$ cat config.mk
export PLATFORM = sky130hd
export DESIGN_NAME = pc_seq_unit
export DESIGN_NICKNAME = d
export VERILOG_FILES = /design/src/rtl/pc_seq_unit.sv
export SDC_FILE = /design/constraint.sdc
export NUM_CORES = 1
export LEC_CHECK = 0
export CAP_MARGIN = 40
export CORE_MARGIN = 2
export CORE_UTILIZATION = 54
export CTS_CLUSTER_DIAMETER = 30
export DETAILED_ROUTE_END_ITERATION = 7
export PLACE_DENSITY = 0.79
export SLEW_MARGIN = 20
export SYNTH_ARGS = -nofsm -noshare
export SYNTH_HDL_FRONTEND = slang
export SYNTH_SLANG_ARGS = --single-unit
$ cat constraint.sdc
create_clock -name i_clk -period 3.3 [get_ports i_clk]
set_clock_uncertainty 0.2 [all_clocks]
set_input_delay 0.825 -clock i_clk [delete_from_list [all_inputs] [get_ports i_clk]]
set_output_delay 0.825 -clock i_clk [all_outputs]
set_load 0.01 [all_outputs]
$ cat src/rtl/pc_seq_unit.sv
// Program-counter sequencer: increment with wrap, jump, call/ret via LIFO return stack, stall.
// One-cycle latency from command edge to o_pc; all outputs registered, no combinational input paths.
module pc_seq_unit #(
  parameter int PC_BITS     = 8,
  parameter int MEM_DEPTH   = 56,
  parameter int STACK_DEPTH = 4
) (
  input  logic                               i_clk,
  input  logic                               i_nrst,
  input  logic                               i_stall,
  input  logic                               i_jump,
  input  logic                               i_call,
  input  logic                               i_ret,
  input  logic [PC_BITS-1:0]                 i_target,
  input  logic                               i_clr_err,
  output logic [PC_BITS-1:0]                 o_pc,
  output logic                               o_pc_valid,
  output logic                               o_wrap,
  output logic                               o_addr_err,
  output logic                               o_stack_ovf,
  output logic                               o_stack_unf,
  output logic [$clog2(STACK_DEPTH+1)-1:0]   o_stack_lvl
);

  localparam int LVL_W = $clog2(STACK_DEPTH + 1);
  localparam int IDX_W = (STACK_DEPTH > 1) ? $clog2(STACK_DEPTH) : 1;
  // One extra bit so MEM_DEPTH == 2**PC_BITS still compares correctly.
  localparam logic [PC_BITS:0]   DEPTH_X = (PC_BITS+1)'(MEM_DEPTH);
  localparam logic [PC_BITS-1:0] LAST    = PC_BITS'(MEM_DEPTH - 1);
  localparam logic [LVL_W-1:0]   FULL    = LVL_W'(STACK_DEPTH);

  logic [PC_BITS-1:0] pc_q, pc_d;
  logic [LVL_W-1:0]   lvl_q, lvl_d;
  logic               valid_q;
  logic               wrap_q, wrap_d;
  logic               addr_err_q, addr_err_d;
  logic               ovf_q, ovf_d;
  logic               unf_q, unf_d;
  logic               push;
  logic [PC_BITS-1:0] pc_inc;
  logic               at_last;
  logic               tgt_ok;
  logic               full;
  logic [PC_BITS-1:0] stack_q [STACK_DEPTH];

  assign at_last = (pc_q == LAST);
  assign pc_inc  = at_last ? '0 : pc_q + 1'b1;
  assign tgt_ok  = ({1'b0, i_target} < DEPTH_X);
  assign full    = (lvl_q == FULL);

  always_comb begin
    pc_d       = pc_q;
    lvl_d      = lvl_q;
    wrap_d     = 1'b0;
    push       = 1'b0;
    addr_err_d = i_clr_err ? 1'b0 : addr_err_q;
    ovf_d      = i_clr_err ? 1'b0 : ovf_q;
    unf_d      = i_clr_err ? 1'b0 : unf_q;
    if (!i_stall) begin
      if (i_ret) begin
        if (lvl_q != '0) begin
          pc_d  = stack_q[IDX_W'(lvl_q - 1'b1)];
          lvl_d = lvl_q - 1'b1;
        end else begin
          unf_d = 1'b1;
        end
      end else if (i_call) begin
        if (full)    ovf_d      = 1'b1;
        if (!tgt_ok) addr_err_d = 1'b1;
        if (!full && tgt_ok) begin
          push  = 1'b1;
          pc_d  = i_target;
          lvl_d = lvl_q + 1'b1;
        end
      end else if (i_jump) begin
        if (tgt_ok) pc_d = i_target;
        else        addr_err_d = 1'b1;
      end else begin
        pc_d   = pc_inc;
        wrap_d = at_last;
      end
    end
  end

  always_ff @(posedge i_clk or negedge i_nrst) begin
    if (!i_nrst) begin
      pc_q       <= '0;
      lvl_q      <= '0;
      valid_q    <= 1'b0;
      wrap_q     <= 1'b0;
      addr_err_q <= 1'b0;
      ovf_q      <= 1'b0;
      unf_q      <= 1'b0;
    end else begin
      pc_q       <= pc_d;
      lvl_q      <= lvl_d;
      valid_q    <= 1'b1;
      wrap_q     <= wrap_d;
      addr_err_q <= addr_err_d;
      ovf_q      <= ovf_d;
      unf_q      <= unf_d;
    end
  end

  // Stack storage needs no reset: entries above the level are never read.
  always_ff @(posedge i_clk) begin
    if (push) stack_q[IDX_W'(lvl_q)] <= pc_inc;
  end

  assign o_pc        = pc_q;
  assign o_pc_valid  = valid_q;
  assign o_wrap      = wrap_q;
  assign o_addr_err  = addr_err_q;
  assign o_stack_ovf = ovf_q;
  assign o_stack_unf = unf_q;
  assign o_stack_lvl = lvl_q;

endmodule

==> reports/metrics.yaml <==
clock_tree:
  postCtsHoldBufs: 0
  cts_setup_buffers: 0
  clk_pin_slew_ns: 0.09
  clk_path_buf_depth: 2
  cts_made_buffers: 5
  root_buffer: "clkbuf_8"
  cts_resized: 0
  clock-sinks: 48
  clkLatencyLatePin_ns: 0.30
  cts_tree: "yes"
  h-tree-depth: 2
layout:
  final_nets: 231
  layout-drive-gt1-share_pct: 9.005
  final_cell_mix: "32 x edfxtp_1, 30 x clkdlybuf4s50_1, 16 x dfrtp_1"
  syn_to_final_growth_pct: 20.90
  diodes: 0
  mostFrequentLayoutCell: "edfxtp_1"
pwr:
  finalPower_mw: 2.119
  ir_drop_mv: 0.3631
  p_leak_nw: 1.045
  p_per_area_nw_per_um2: 756.4
setup_path:
  crit_arrival_ns: 2.76
  cp-start-kind: "input port"
  path_max_fanout: 6
  ff2ff_path_depth: 6
  crit_type: "input port to register"
  r2r-start: "o_stack_lvl[1]"
  crit_start: "i_call"
  cp_data_required_time_ns: 3.28
  cp-end-kind: "register"
worst_hold_path:
  hold_path_depth: 2
  hold_path.class: "register to register"
  min-delay-start: "o_stack_ovf"
drt:
  wirelength_um: 5038
  drc: 0
  ant_nets: 0
  wl_per_cell_um: 19.30
  vias: 1590
  drt_iter0_drc: 147
  dr.pass1.iters: 4
  via_per_inst: 6.092
yosys:
  synth.distinct_cells: 44
  syn_inst: 172
  synth_edf_count: 32
  synth_fp_nets: 193
  ys_async_sr_fraction_pct: 33.33
  synthesis.area_um2: 2317
  ys_warn_count: 0
  ys_ff_latch: 48
  synthFlopType: "edfxtp_1"
  syn_avg_cell_area_um2: 13.47
  synth_seq_area_share_pct: 58.75
floorplanning:
  pin_count: 31
  die_y_um: 69.51
  num_rows: 23
  initial_core_util_pct: 57.11
  dieArea_um2: 4831
  core_area_um2: 4058
  dieWidth_um: 69.51
grt:
  grt_use_total_pct: 23.07
  antenna_found_initial: 0
  grt_pass1_wl_um: 8590
  gr-total-overflow: 0
  grt_pass1_vias: 1684
  grt_max_degree: 17
run_status:
  status: "complete, no violations"
sta:
  final_max_slew_viol_count: 0
  fmax_ghz: 0.3597
  setup-tns-final_ns: 0
  rsz0062_at_grt: "no"
  worst_pin_slew_ns: 0.7585
  fin_crit_ns: 2.780
  fin_crit_sh_pct: 84.26
  relSlewSlack_pct: 49.04
  setup_violations: 0
  finalHoldViolations: 0
place:
  gp_congestion: 0.9661
  port-buffer-count: 30
  dp_hpwl_um: 3583
flow_run:
  maxCapViolCount: 0
-- stage by stage --
stage / area (um2) / util (%) / cells / hold WS, ns / worst slack (ns)
after floorplan: 2317 / - / 172 / 0.3294 / 0.7461
after global placement: 2693 / 66.36 / 252 / 0.3160 / 0.2241
after detailed placement: 2693 / 66.36 / 252 / 0.3213 / 0.2392
after CTS: 2786 / 68.67 / 260 / 0.3413 / 0.5253
after global routing: 2801 / 69.04 / 261 / 0.3842 / 0.4388
final: 2801 / 69.04 / 261 / 0.3417 / 0.5196
-- cell usage after synthesis, types with 2 or more instances --
cell type / count / share of area (%)
clkbuf_1: 3 / 0.49
a31oi_1: 3 / 0.81
dfrtp_1: 16 / 17
o22ai_1: 3 / 0.81
a211o_1: 2 / 0.76
mux2i_1: 3 / 1.3
a21oi_1: 2 / 0.43
or2_2: 2 / 0.54
nor2b_1: 2 / 0.54
nand3_1: 5 / 1.1
nand2b_1: 2 / 0.54
a311o_1: 2 / 0.86
mux4_1: 7 / 7.9
mux2_2: 2 / 0.97
o21ai_0: 9 / 1.9
edfxtp_1: 32 / 41
buf_2: 2 / 0.43
nor3_1: 7 / 1.5
nor2_1: 13 / 2.1
inv_1: 6 / 0.97
ha_1: 6 / 3.2
nand2_1: 8 / 1.3
o41ai_1: 2 / 0.76
nand4_1: 3 / 0.81
xor2_1: 6 / 2.3
and3_1: 6 / 1.6
-- worst paths after layout --
check	to	slack [ns]
setup / recovery	o_pc[2]	0.52
hold / removal	o_stack_ovf	0.34
setup reg to reg	o_pc[3]	0.77
hold reg to reg	o_stack_ovf	0.34
max in group asynchronous	o_pc[3]	2.10
min in group asynchronous	o_stack_ovf	0.65
-- registers in the layout, summed over array words and instances, names as in the netlist --
| register | count |
|---|---|
| stack_q | 32 |
| o_pc | 8 |
| o_stack_lvl | 3 |
| o_addr_err | 1 |
| o_pc_valid | 1 |
| o_stack_ovf | 1 |
| o_stack_unf | 1 |
| o_wrap | 1 |
-- routing by layer --
layer	wire, um	global-route usage (%)	up-vias
li1	-	-	746
met4	110	9.804	0
met1	2239	31.94	768
met2	2346	35.04	65
met5	0	0	-
met3	341	5.669	11
-- where the power goes --
part / internal, mW / switching, mW / total, mW
registers: 0.803 / 0.122 / 0.925
logic: 0.411 / 0.418 / 0.829
clock network: 0.171 / 0.195 / 0.366
-- cell type report --
cell class | instances | area [um2]
flip-flops and latches | 48 | 1361
fillers | 271 | 1256
multi-input cells | 112 | 900.9
repair buffers | 37 | 360.3
clock buffers | 7 | 86.33
well taps | 50 | 62.56
inverters | 6 | 22.52
clock inverters | 1 | 7.507
-- logic make-up (layout without fill, tap and decap cells) --
group / after synthesis / count (layout) / share of synthesized area [%]
fa+ha+maj: 6 / 6 / 3.240
simple gates: 52 / 52 / 11.61
mux: 13 / 13 / 11.18
flops: 48 / 48 / 58.75
xor+xnor: 7 / 7 / 2.646
buf+inv: 12 / 51 / 2.376
other cells: 1 / 1 / 0.1618
compound gates: 33 / 33 / 10.04
-- worst max-delay path: stages --
cell	delay, ns
clkdlybuf4s50_1	0.56
nand3_1	0.17
a211oi_1	0.60
nor2_1	0.27
mux2_2	0.34
No activity file was read; power rests on OpenSTA's default activity.
